**config.mk**
```make
export PLATFORM = sky130hd
export DESIGN_NAME = uart_core
export DESIGN_NICKNAME = d
export VERILOG_FILES = /design/src/rtl/uart_pkg.sv /design/src/rtl/uart_baud_tick.sv /design/src/rtl/uart_core.sv
export SDC_FILE = /design/constraint.sdc
export NUM_CORES = 1
export LEC_CHECK = 0
export BUFFER_PORTS_ARGS = -buffer_cell sky130_fd_sc_hd__buf_2
export CORE_MARGIN = 5
export CORE_UTILIZATION = 60
export DETAILED_ROUTE_END_ITERATION = 10
export GPL_ROUTABILITY_DRIVEN = 1
export PLACE_DENSITY = 0.83
export RECOVER_POWER = 100
export SLEW_MARGIN = 20
export SYNTH_ARGS = -nofsm -noshare
export SYNTH_HDL_FRONTEND = slang
export SYNTH_SLANG_ARGS = --single-unit
```
**constraint.sdc**
```tcl
create_clock -name clk -period 2.6 [get_ports clk]
set_clock_uncertainty 0.1 [all_clocks]
set_input_delay 0.52 -clock clk [delete_from_list [all_inputs] [get_ports clk]]
set_output_delay 0.52 -clock clk [all_outputs]
set_load 0.02 [all_outputs]
```
**src/rtl/uart_pkg.sv**
```systemverilog
// Shared constants, FSM encodings and the baud divider calculation for the UART.
package uart_pkg;

    localparam int unsigned PAR_NONE = 0;
    localparam int unsigned PAR_ODD  = 1;
    localparam int unsigned PAR_EVEN = 2;

    typedef enum logic [2:0] {
        TxIdle,
        TxStart,
        TxData,
        TxParity,
        TxStop
    } tx_state_e;

    typedef enum logic [2:0] {
        RxIdle,
        RxStart,
        RxData,
        RxParity,
        RxStop
    } rx_state_e;

    // Rounded division: clocks per oversample tick.
    function automatic int unsigned calc_div(input int unsigned clk_freq,
                                             input int unsigned baud,
                                             input int unsigned oversample);
        int unsigned den;
        den = baud * oversample;
        return (clk_freq + den / 2) / den;
    endfunction

endpackage

```
**src/rtl/uart_baud_tick.sv**
```systemverilog
// Free-running divider producing a one-cycle tick every DIV clocks.
module uart_baud_tick #(
    parameter int unsigned DIV = 10,
    parameter int unsigned W   = 4
) (
    input  logic clk,
    input  logic rst_n,
    output logic tick
);

    logic [W-1:0] cnt_q;
    logic         wrap;

    assign wrap = (cnt_q == W'(DIV - 1));
    assign tick = wrap;

    always_ff @(posedge clk or negedge rst_n) begin
        if (!rst_n) begin
            cnt_q <= '0;
        end else if (wrap) begin
            cnt_q <= '0;
        end else begin
            cnt_q <= cnt_q + 1'b1;
        end
    end

endmodule

```
**src/rtl/uart_core.sv**
```systemverilog
// Full-duplex UART: tick-driven transmitter and 16x-oversampling receiver with
// valid/ready user interfaces and framing/parity/overrun status.
module uart_core
    import uart_pkg::*;
#(
    parameter int unsigned CLK_FREQ   = 100_000_000,
    parameter int unsigned BAUD       = 9600,
    parameter int unsigned OVERSAMPLE = 16,
    parameter int unsigned DATA_BITS  = 8,
    parameter int unsigned PARITY     = 0,
    parameter int unsigned STOP_BITS  = 1
) (
    input  logic                 clk,
    input  logic                 rst_n,
    input  logic                 rxd,
    output logic                 txd,
    input  logic [DATA_BITS-1:0] tx_data,
    input  logic                 tx_valid,
    output logic                 tx_ready,
    output logic [DATA_BITS-1:0] rx_data,
    output logic                 rx_valid,
    input  logic                 rx_ready,
    output logic                 rx_frame_err,
    output logic                 rx_parity_err,
    output logic                 rx_overrun,
    output logic                 tx_busy
);

    localparam int unsigned DIV = calc_div(CLK_FREQ, BAUD, OVERSAMPLE);
    localparam int unsigned CW  = (DIV > 1) ? $clog2(DIV) : 1;
    localparam int unsigned OW  = $clog2(OVERSAMPLE);
    localparam int unsigned BW  = $clog2(DATA_BITS);

    logic tick;

    uart_baud_tick #(
        .DIV (DIV),
        .W   (CW)
    ) u_baud_tick (
        .clk   (clk),
        .rst_n (rst_n),
        .tick  (tick)
    );

    // ---------------------------------------------------------------- TX
    tx_state_e            tx_state_q, tx_state_d;
    logic [OW-1:0]        tx_cnt_q, tx_cnt_d;
    logic [BW-1:0]        tx_bit_q, tx_bit_d;
    logic [DATA_BITS-1:0] tx_shift_q, tx_shift_d;
    logic [DATA_BITS-1:0] tx_buf_q, tx_buf_d;
    logic                 tx_pend_q, tx_pend_d;
    logic                 tx_par_q, tx_par_d;
    logic                 txd_q, txd_d;
    logic                 tx_bit_end;

    assign tx_ready   = (tx_state_q == TxIdle) && !tx_pend_q;
    assign tx_busy    = !tx_ready;
    assign txd        = txd_q;
    assign tx_bit_end = (tx_cnt_q == OW'(OVERSAMPLE - 1));

    always_comb begin
        tx_state_d = tx_state_q;
        tx_cnt_d   = tx_cnt_q;
        tx_bit_d   = tx_bit_q;
        tx_shift_d = tx_shift_q;
        tx_buf_d   = tx_buf_q;
        tx_pend_d  = tx_pend_q;
        tx_par_d   = tx_par_q;
        txd_d      = 1'b1;

        if (tx_valid && tx_ready) begin
            tx_pend_d = 1'b1;
            tx_buf_d  = tx_data;
        end

        if (tick) begin
            if (tx_state_q != TxIdle) begin
                tx_cnt_d = tx_bit_end ? '0 : tx_cnt_q + 1'b1;
            end
            unique case (tx_state_q)
                TxIdle: begin
                    if (tx_pend_q) begin
                        tx_state_d = TxStart;
                        tx_cnt_d   = '0;
                        tx_shift_d = tx_buf_q;
                        tx_par_d   = (PARITY == PAR_ODD) ? ~^tx_buf_q : ^tx_buf_q;
                        tx_pend_d  = 1'b0;
                    end
                end
                TxStart: begin
                    if (tx_bit_end) begin
                        tx_state_d = TxData;
                        tx_bit_d   = '0;
                    end
                end
                TxData: begin
                    if (tx_bit_end) begin
                        if (tx_bit_q == BW'(DATA_BITS - 1)) begin
                            tx_bit_d   = '0;
                            tx_state_d = (PARITY == PAR_NONE) ? TxStop : TxParity;
                        end else begin
                            tx_bit_d   = tx_bit_q + 1'b1;
                            tx_shift_d = tx_shift_q >> 1;
                        end
                    end
                end
                TxParity: begin
                    if (tx_bit_end) begin
                        tx_state_d = TxStop;
                        tx_bit_d   = '0;
                    end
                end
                TxStop: begin
                    if (tx_bit_end) begin
                        if (tx_bit_q == BW'(STOP_BITS - 1)) begin
                            tx_state_d = TxIdle;
                        end else begin
                            tx_bit_d = tx_bit_q + 1'b1;
                        end
                    end
                end
                default: tx_state_d = TxIdle;
            endcase
        end

        // Line level follows the next state so txd is a clean flop output.
        unique case (tx_state_d)
            TxStart:  txd_d = 1'b0;
            TxData:   txd_d = tx_shift_d[0];
            TxParity: txd_d = tx_par_d;
            default:  txd_d = 1'b1;
        endcase
    end

    always_ff @(posedge clk or negedge rst_n) begin
        if (!rst_n) begin
            tx_state_q <= TxIdle;
            tx_cnt_q   <= '0;
            tx_bit_q   <= '0;
            tx_shift_q <= '0;
            tx_buf_q   <= '0;
            tx_pend_q  <= 1'b0;
            tx_par_q   <= 1'b0;
            txd_q      <= 1'b1;
        end else begin
            tx_state_q <= tx_state_d;
            tx_cnt_q   <= tx_cnt_d;
            tx_bit_q   <= tx_bit_d;
            tx_shift_q <= tx_shift_d;
            tx_buf_q   <= tx_buf_d;
            tx_pend_q  <= tx_pend_d;
            tx_par_q   <= tx_par_d;
            txd_q      <= txd_d;
        end
    end

    // ---------------------------------------------------------------- RX
    rx_state_e            rx_state_q, rx_state_d;
    logic [OW-1:0]        rx_cnt_q, rx_cnt_d;
    logic [BW-1:0]        rx_bit_q, rx_bit_d;
    logic [DATA_BITS-1:0] rx_shift_q, rx_shift_d;
    logic                 rx_perr_q, rx_perr_d;
    logic                 rxd_meta_q, rxd_sync_q;
    logic                 rx_done;
    logic                 rx_mid, rx_half;

    logic [DATA_BITS-1:0] rx_data_q, rx_data_d;
    logic                 rx_valid_q, rx_valid_d;
    logic                 rx_ferr_q, rx_ferr_d;
    logic                 rx_pout_q, rx_pout_d;
    logic                 rx_ovr_q, rx_ovr_d;
    logic                 rx_accept;

    assign rx_mid  = (rx_cnt_q == OW'(OVERSAMPLE - 1));
    assign rx_half = (rx_cnt_q == OW'(OVERSAMPLE / 2 - 1));

    always_ff @(posedge clk or negedge rst_n) begin
        if (!rst_n) begin
            rxd_meta_q <= 1'b1;
            rxd_sync_q <= 1'b1;
        end else begin
            rxd_meta_q <= rxd;
            rxd_sync_q <= rxd_meta_q;
        end
    end

    always_comb begin
        rx_state_d = rx_state_q;
        rx_cnt_d   = rx_cnt_q;
        rx_bit_d   = rx_bit_q;
        rx_shift_d = rx_shift_q;
        rx_perr_d  = rx_perr_q;
        rx_done    = 1'b0;

        if (tick) begin
            unique case (rx_state_q)
                RxIdle: begin
                    if (!rxd_sync_q) begin
                        rx_state_d = RxStart;
                        rx_cnt_d   = '0;
                        rx_perr_d  = 1'b0;
                    end
                end
                RxStart: begin
                    if (rx_half) begin
                        rx_cnt_d   = '0;
                        rx_bit_d   = '0;
                        rx_state_d = rxd_sync_q ? RxIdle : RxData;
                    end else begin
                        rx_cnt_d = rx_cnt_q + 1'b1;
                    end
                end
                RxData: begin
                    if (rx_mid) begin
                        rx_cnt_d   = '0;
                        rx_shift_d = {rxd_sync_q, rx_shift_q[DATA_BITS-1:1]};
                        if (rx_bit_q == BW'(DATA_BITS - 1)) begin
                            rx_state_d = (PARITY == PAR_NONE) ? RxStop : RxParity;
                        end else begin
                            rx_bit_d = rx_bit_q + 1'b1;
                        end
                    end else begin
                        rx_cnt_d = rx_cnt_q + 1'b1;
                    end
                end
                RxParity: begin
                    if (rx_mid) begin
                        rx_cnt_d   = '0;
                        rx_state_d = RxStop;
                        rx_perr_d  = (PARITY == PAR_ODD) ? ~(rxd_sync_q ^ (^rx_shift_q))
                                                         : (rxd_sync_q ^ (^rx_shift_q));
                    end else begin
                        rx_cnt_d = rx_cnt_q + 1'b1;
                    end
                end
                RxStop: begin
                    // Only the first stop bit is checked; idle again allows mid-stop resync.
                    if (rx_mid) begin
                        rx_cnt_d   = '0;
                        rx_state_d = RxIdle;
                        rx_done    = 1'b1;
                    end else begin
                        rx_cnt_d = rx_cnt_q + 1'b1;
                    end
                end
                default: rx_state_d = RxIdle;
            endcase
        end
    end

    always_ff @(posedge clk or negedge rst_n) begin
        if (!rst_n) begin
            rx_state_q <= RxIdle;
            rx_cnt_q   <= '0;
            rx_bit_q   <= '0;
            rx_shift_q <= '0;
            rx_perr_q  <= 1'b0;
        end else begin
            rx_state_q <= rx_state_d;
            rx_cnt_q   <= rx_cnt_d;
            rx_bit_q   <= rx_bit_d;
            rx_shift_q <= rx_shift_d;
            rx_perr_q  <= rx_perr_d;
        end
    end

    // Output register; a handshake in the same cycle as a new frame is not an overrun.
    assign rx_accept = rx_valid_q && rx_ready;

    always_comb begin
        rx_data_d  = rx_data_q;
        rx_valid_d = rx_valid_q;
        rx_ferr_d  = rx_ferr_q;
        rx_pout_d  = rx_pout_q;
        rx_ovr_d   = rx_ovr_q;

        if (rx_accept) begin
            rx_valid_d = 1'b0;
            rx_ovr_d   = 1'b0;
        end
        if (rx_done) begin
            rx_valid_d = 1'b1;
            rx_data_d  = rx_shift_q;
            rx_ferr_d  = !rxd_sync_q;
            rx_pout_d  = rx_perr_q;
            if (rx_valid_q && !rx_accept) begin
                rx_ovr_d = 1'b1;
            end
        end
    end

    always_ff @(posedge clk or negedge rst_n) begin
        if (!rst_n) begin
            rx_data_q  <= '0;
            rx_valid_q <= 1'b0;
            rx_ferr_q  <= 1'b0;
            rx_pout_q  <= 1'b0;
            rx_ovr_q   <= 1'b0;
        end else begin
            rx_data_q  <= rx_data_d;
            rx_valid_q <= rx_valid_d;
            rx_ferr_q  <= rx_ferr_d;
            rx_pout_q  <= rx_pout_d;
            rx_ovr_q   <= rx_ovr_d;
        end
    end

    assign rx_data       = rx_data_q;
    assign rx_valid      = rx_valid_q;
    assign rx_frame_err  = rx_ferr_q;
    assign rx_parity_err = rx_pout_q;
    assign rx_overrun    = rx_ovr_q;

endmodule

```
# == After elaboration in Yosys (flattened, before gate mapping) ==
# Cells that the tools add are included.
# totals
wordCells,147
output_inout_bits,15
register_bits,72
in_bits,13
# op_classes
n_addsub,5
bitwise,1
eq_ne,30
mux,60
reduce_logical,29
# ops
op,n
$mux W3,22
$pmux W3 S5,2
$mux W4,7
$mux W8,3
$ne A2 B2 Y1 const B,12
$eq A3 B2 Y1 const B,6
$mux W1,18
$pmux W8 S2,1
$reduce_xor A8 Y1,2
$eq A3 B3 Y1 const B,4
$pmux W4 S3,1
$add A10 B1 Y10 const B,1
$eq A10 B10 Y1 const B,1
$mux W10,1
$reduce_and A5 Y1,2
$eq A3 B1 Y1 const B,3
$logic_not A3 Y1,3
$pmux W3 S3,1
$reduce_bool A3 Y1,3
$add A4 B1 Y4 const B,2
$eq A4 B4 Y1 const B,2
$reduce_bool A2 Y1,4
$reduce_and A7 Y1,1
$add A3 B1 Y3 const B,2
14 further kinds,21

# == Logic depth before layout (Yosys ltp) ==
# Gate-level depths: netlist of the first run.
# logic_depth
word_depth,7
depth_mapped,9
depth_no_buf,7

# == Hierarchy ==
# From an unflattened synthesis of the first run, not the netlist that was laid out.
# unflattened
cells_unflattened,323
hier_area_um2,3677.3
# modules_own_cells
module,seq_area_each_um2,n_inst,area_each_um2,cells_per_inst
uart_core,1555.2,1,3164.3,277
uart_baud_tick,250.2,1,513.0,46

# == Least setup slack after synthesis of the first run ==
# OpenSTA, ideal clock, no wires.
# synth_path
path_kind,register to output
startpoint,register tx_state_q[0]
endpoint,output tx_busy
n_path_buf,1
t_arrival_ns,1.434
stages_incl_launch_ff,5
required_time_ns,1.980
slack_ns,0.546
path_cell_list,dfrtp_1 > buf_2 > or3_1 > nor2_2 > inv_1
# synth_between
elab_chain_cells,3
# synth_rtl
item,line_no,rtl
from (decl),uart_core.sv:46,"tx_state_e tx_state_q, tx_state_d;"
from (signal assigned),uart_core.sv:137,tx_state_q <= TxIdle;
from (signal assigned),uart_core.sv:146,tx_state_q <= tx_state_d;
$logic_not A3 Y1,uart_core.sv:56,assign tx_ready = (tx_state_q == TxIdle) && !tx_pend_q;
$logic_and A1 B1 Y1,uart_core.sv:56,
named net tx_ready,uart_core.sv:19,"output logic tx_ready,"
$logic_not A1 Y1,uart_core.sv:57,assign tx_busy = !tx_ready;
to (decl),uart_core.sv:26,output logic tx_busy
# The timed path passes the listed nets, and every way through them passes these cells.

# == Worst setup path in the final report of the first run ==
# layout_path
startpoint,register tx_state_q[0]
endpoint,output tx_busy
# layout_between
elab_chain_cells,3
# layout_rtl
item,line_no
$logic_not A3 Y1,uart_core.sv:56
$logic_and A1 B1 Y1,uart_core.sv:56
$logic_not A1 Y1,uart_core.sv:57
# No other way between the ends.

==> results.py, run 1 <==
metrics = {
    "run_status": {
        "outcome": "complete, no violations",
    },
    "synth": {
        "ys_types": 57,
        "ys.flop_type": "dfrtp_1",
        "synth_top_cell_by_area": "dfrtp_1",
        "synth_most_common_cell": "dfrtp_1",
        "synthCells": 323,
        "netlist_top_cells_count": "dfrtp_1 (69), mux2_2 (30), nor2_1 (21)",
        "synth.avg_cell_area_um2": 11.0,
        "ys_ff_latch": 72,
        "ys_warn_count": 0,
        "ys_seq_area_share_pct": 50.6,
        "syn_nets": 345,
        "synthArstFlopShare_pct": 100,
        "synth-edff-count": 0,
        "synth_area_leaders": "dfrtp_1 (48%), mux2_2 (9.5%), xnor2_1 (4.4%)",
        "synth_top_area_share_pct": 48.4,
        "synth_area_um2": 3570,
    },
    "hold_path": {
        "worstHoldPathCells": 1,
        "hp-class": "in -> reg",
    },
    "power_and_ir_drop": {
        "power_density_nw_per_um2": 520,
        "peakVddDrop_mv": 0.391,
        "cellLeakagePower_nw": 1.87,
    },
    "drt": {
        "drt_iter0_drc": 234,
        "drcViolationCount": 0,
        "m1WireLength_um": 3120,
        "vias_per_cell": 5.78,
        "dr.pass1.iters": 4,
        "top_layer": "met4",
        "met3WireLength_um": 315,
        "wl_met2_um": 3240,
        "routedWlPerCell_um": 15.5,
        "routed_wl_um": 6820,
        "ant_nets": 0,
        "num_vias": 2537,
    },
    "sta": {
        "hold_viol": 0,
        "worst_slack_ns": 0.209,
        "fin_setup_tns_ns": 0,
        "fin_crit_sh_pct": 92.0,
        "period_needed_ns": 2.39,
        "timing.slew.headroom_pct": 14.4,
        "max_freq_mhz": 418,
        "rsz0062_at_grt": "no",
        "worstMarginPinSlew_ns": 1.28,
        "setup_viol": 0,
        "drv_slew": 0,
    },
    "setup_path": {
        "regToRegSetupSlack_ns": 0.27,
        "slowest_delay_ns": 0.54,
        "r2r-start": "u_baud_tick.cnt_q[5]",
        "crit_chain": "or3_1, nor2_1, inv_1, clkbuf_2",
        "crit_type": "reg -> out",
        "cp-end-kind": "output pin",
        "path_buf_inv": 2,
        "path_delay_family": "simple AND/OR/NAND/NOR gates",
        "crit_start": "tx_state_q[0]",
        "worstPathRequired_ns": 1.98,
        "endpoint": "tx_busy",
        "critPathArrivalTime_ns": 1.77,
        "start_kind": "register",
        "path_depth": 4,
        "rr_endpoint": "rx_parity_err",
        "worstRegToRegCells": 6,
        "cp_max_fo": 12,
        "cp_slowest_cell": "dfrtp_1",
    },
    "final_layout": {
        "regArea_um2": 1810,
        "multiInputGateArea_um2": 1630,
        "nNetsFinal": 381,
        "fill_cells": 442,
        "drive_gt1_share_pct": 20.9,
        "n_antenna_cell": 0,
        "syn2layout_area_growth_pct": 11.2,
    },
    "placement": {
        "io_buffers": 27,
        "dpl_worst_slack_ns": 0.368,
        "post-dp-hpwl_um": 4700,
        "gp_congestion": 0.875,
    },
    "grt": {
        "grt_pass1_vias": 2561,
        "overflow": 0,
        "grt_max_degree": 34,
        "antenna_found_initial": 0,
        "grt_pass1_wl_um": 12200,
        "grt_util_all_layers_pct": 20.6,
    },
    "die": {
        "die-area_um2": 7580,
        "rows": 28,
        "die_x_um": 87.1,
        "start_util_pct": 60.9,
        "io_pins": 28,
        "coreArea_um2": 5850,
        "die_h_um": 87.1,
    },
    "clock_tree": {
        "htree_levels": 3,
        "cts_buffer_depth": 2,
        "clk_pin_slew_ns": 0.07,
        "holdBufCountCts": 0,
        "ctsResizeCount": 0,
        "clkLatencyLatePin_ns": 0.34,
        "cts_setup_buffers": 0,
        "cts.sinks": 72,
        "cts-root-buf": "clkbuf_8",
        "cts_inserted_buffers": 9,
        "tritoncts": "done",
    },
    "flow_run": {
        "drv_cap": 0,
    },
}
where the power goes:
part | total, W | switching [W] | internal, W
Clock | 0.000902 | 0.000404 | 0.000498
Combinational | 0.0000341 | 0.0000253 | 0.00000875
Sequential | 0.00112 | 0.00000237 | 0.00112
worst min-delay path by stage:
stage	start	end	slack, ns
after floorplan	rst_n	asynchronous set/reset pin	0.12
after global placement	rxd_meta_q	rxd_sync_q	0.25
after detailed placement	rxd_meta_q	rxd_sync_q	0.25
after CTS	rst_n	rx_data[5]	0.08
after global routing	rxd	rxd_meta_q	0.16
final	rxd	rxd_meta_q	0.18
cell usage in the layout, fill, tap and decap left out, types with 2 or more instances in the layout:
cell type | synthesis | routed
a211o_1 | 2 | 2
a21oi_1 | 12 | 12
a22oi_1 | 8 | 8
and3_1 | 6 | 6
buf_2 | 6 | 11
buf_4 | 0 | 4
clkbuf_1 | 5 | 19
clkbuf_2 | 0 | 4
clkbuf_8 | 0 | 11
dfrtp_1 | 69 | 69
dfstp_2 | 3 | 3
ha_1 | 9 | 9
inv_1 | 15 | 15
mux2_2 | 30 | 30
mux2i_1 | 3 | 3
nand2_1 | 17 | 17
nand2b_1 | 8 | 8
nand3_1 | 14 | 14
nand4_1 | 2 | 2
nand4b_1 | 2 | 2
nor2_1 | 21 | 22
nor2b_1 | 2 | 2
nor3_1 | 6 | 7
nor3b_1 | 2 | 2
nor4_1 | 1 | 2
nor4_2 | 3 | 2
o21ai_0 | 18 | 20
o22ai_1 | 3 | 3
or2_2 | 2 | 2
or3_1 | 2 | 2
xnor2_1 | 18 | 18
xor2_1 | 4 | 4
layout make-up:
| type | count | area share, % |
|---|---|---|
| Multi-Input combinational cell | 224 | 41.1 |
| Clock buffer | 12 | 3.91 |
| Inverter | 15 | 1.42 |
| Clock inverter | 4 | 1.29 |
| Timing Repair Buffer | 37 | 4.35 |
| Sequential cell | 72 | 45.5 |
| Tap cell | 75 | 2.37 |
cells by family (layout without fill, tap and decap cells):
| kind of cell | after synthesis | in the layout | share of synthesized area, % |
|---|---|---|---|
| and+or+nand+nor | 99 | 99 | 16.0 |
| DFF | 72 | 72 | 50.6 |
| AOI/OAI and AO/OA | 61 | 61 | 11.2 |
| muxes | 33 | 33 | 10.3 |
| buffers and inverters | 27 | 68 | 3.26 |
| xor gates and xnor gates | 22 | 22 | 5.40 |
| adders and majority gates | 9 | 9 | 3.16 |
sequential cells by signal (all words and copies together) (netlist names), 4 cells and up, named ones only:
signal             count
tx_shift_q             8
rx_shift_q             8
u_baud_tick.cnt_q     10
rx_cnt_q               4
tx_cnt_q               4
tx_buf_q               8
rx_data                8
per-stage QoR:
step | cell area [um2] | std cells | power (W) | utilization, % | hold WS, ns
2_1_floorplan | 3570 | 323 | 0.00115 | - | 0.124
4_1_cts | 4030 | 439 | 0.00208 | 68.9 | 0.0796
6_report | 3970 | 439 | 0.00206 | 67.8 | 0.180
3_3_place_gp | 3820 | 423 | 0.00118 | 65.3 | 0.246
3_5_place_dp | 3820 | 423 | 0.00119 | 65.3 | 0.255
5_1_grt | 3970 | 439 | 0.00214 | 67.8 | 0.159
per-layer routing:
metal	global-route usage [%]	up-vias
li1	-	1223
met1	28.0	1224
met2	32.4	72
met3	5.11	18
met4	7.11	0
met5	0	-
No activity file was read; power rests on OpenSTA's default activity.
==> run 2: changes to the inputs <==
Settings changed: BUFFER_PORTS_ARGS -buffer_cell sky130_fd_sc_hd__buf_2 to default, DONT_BUFFER_PORTS from default to 1, HOLD_SLACK_MARGIN from default to 0.03, PLACE_DENSITY 0.83 to 0.79, SETUP_SLACK_MARGIN from default to 0.15.
==> results.py, run 2 (synthesis gave the netlist of run 1 again) <==
metrics = {
    "power_and_ir_drop": {
        "cellLeakagePower_nw": 1.83,
        "peakVddDrop_mv": 0.394,
        "power_density_nw_per_um2": 569,
    },
    "die": {
        "io_pins": 28,
        "die-area_um2": 7580,
        "start_util_pct": 60.9,
        "rows": 28,
        "die_h_um": 87.1,
        "die_x_um": 87.1,
        "coreArea_um2": 5850,
    },
    "final_layout": {
        "multiInputGateArea_um2": 1620,
        "regArea_um2": 1810,
        "nNetsFinal": 354,
        "mostFrequentLayoutCells": "dfrtp_1 (68), mux2_2 (30), nor2_1 (22)",
        "n_antenna_cell": 0,
        "largest-register": "u_baud_tick.cnt_q",
        "fill_cells": 437,
        "largest_register_ff_count": 10,
        "drive_gt1_share_pct": 18.7,
        "syn2layout_area_growth_pct": 9.82,
        "final_cells": 412,
        "final_common_cell": "dfrtp_1",
    },
    "flow_run": {
        "drv_cap": 0,
    },
    "placement": {
        "dpl.cell_count": 394,
        "io_buffers": 0,
        "post-dp-hpwl_um": 4470,
        "gp_congestion": 0.844,
    },
    "sta": {
        "max_freq_mhz": 417,
        "fin_setup_tns_ns": 0,
        "worstMarginPinSlew_ns": 0.636,
        "drv_slew": 0,
        "hold_viol": 0,
        "timing.slew.headroom_pct": 57.5,
        "rsz0062_at_grt": "yes",
        "setup_viol": 0,
        "fin_crit_sh_pct": 92.2,
        "period_needed_ns": 2.40,
    },
    "grt": {
        "grt_pass1_wl_um": 11600,
        "grt_use_met3_pct": 4.35,
        "overflow": 0,
        "grtUsageMet1_pct": 26.4,
        "grt_pass1_vias": 2434,
        "antenna_found_initial": 0,
        "grt_max_degree": 73,
        "met2_usage_pct": 30.3,
        "grt_util_all_layers_pct": 19.5,
        "top_usage_layer": "met2",
    },
    "drt": {
        "drcViolationCount": 0,
        "dr.pass1.iters": 4,
        "drt_iter0_drc": 148,
        "vias_per_cell": 5.97,
        "routed_wl_um": 6600,
        "ant_nets": 0,
        "routedWlPerCell_um": 16.0,
        "num_vias": 2461,
    },
    "clock_tree": {
        "cts-root-buf": "clkbuf_8",
        "cts.sinks": 72,
        "clkLatencyLatePin_ns": 0.34,
        "cts_inserted_buffers": 9,
        "clk_pin_slew_ns": 0.08,
        "cts_setup_buffers": 0,
        "tritoncts": "done",
        "cts_buffer_depth": 2,
        "htree_levels": 3,
    },
    "hold_path": {
        "worstHoldPathCells": 0,
        "hp-start": "rxd",
        "min_to": "rxd_meta_q",
        "hp-class": "in -> reg",
    },
    "setup_path": {
        "rr_endpoint": "rx_data[2]",
        "cp-end-kind": "output pin",
        "critPathArrivalTime_ns": 1.78,
        "r2r-start": "u_baud_tick.cnt_q[5]",
        "crit_type": "reg -> out",
        "start_kind": "register",
        "worstPathRequired_ns": 1.98,
        "worstRegToRegCells": 6,
        "regToRegSetupSlack_ns": 0.26,
        "cp_max_fo": 14,
    },
    "run_status": {
        "outcome": "complete, no violations",
    },
}
[run 2: cell count changes in the layout (fill, tap and decap cells not counted), moves of 2 or more]
cell	delta
o21ai_1	+2
buf_2	-11
bufinv_16	+2
o21ai_0	-2
clkbuf_2	-3
clkbuf_1	-17
buf_4	+2
[run 2: cell type report]
type / count / share of cell area [%]
Clock buffer: 11 / 3.61
Clock inverter: 5 / 2.65
Inverter: 15 / 1.44
Multi-Input combinational cell: 224 / 41.4
Sequential cell: 72 / 46.1
Tap cell: 75 / 2.40
Timing Repair Buffer: 10 / 2.33
[run 2: power by group]
part	internal, W	switching [W]
Clock	0.000664	0.000411
Combinational	0.00000733	0.0000229
Sequential	0.00112	0.00000243
Total	0.00179	0.000437
[run 2: worst max path at each step]
stage                          endpoint  depth (start not counted)  slack, ns           from
after CTS                       tx_busy                          4       0.20  tx_state_q[0]
after detailed placement  rx_state_q[0]                          6       0.34    rx_cnt_q[0]
after global placement              txd                          7       0.45    tx_bit_q[0]
after global routing            tx_busy                          4        0.1  tx_state_q[2]
final                           tx_busy                          4       0.20  tx_state_q[2]
after floorplan                 tx_busy                          4       0.55  tx_state_q[0]
[run 2: per-layer routing]
metal | part of all wire (%) | up-vias
li1 | - | 1179
met1 | 46 | 1214
met2 | 48 | 56
met3 | 3.9 | 12
met4 | 2.1 | 0
met5 | 0 | -
[run 2: per-stage QoR]
step	total power, W	area, um2	hold slack (ns)	utilization (%)	setup slack (ns)
floorplan	0.00115	3570	0.124	-	0.546
global placement	0.00115	3660	0.126	62.6	0.454
detailed placement	0.00115	3660	0.126	62.6	0.337
CTS	0.00225	3940	0.0562	67.4	0.199
global route	0.00231	3920	0.0479	66.9	0.0992
finish	0.00223	3920	0.0671	66.9	0.204
[run 2: critical path, stage by stage, from the launching register on]
cell	delay, ns
dfrtp_1	0.55
or3_1	0.45
nor2_1	0.15
buf_4	0.17
inv_1	0.11
[run 2: repair_timing]
item / 4_1_cts / 5_1_grt
hold endpoints to repair: 72 / 0
setup endpoints to repair: 0 / 4
hold buffers: 2 / 0
resized for setup: 0 / 1
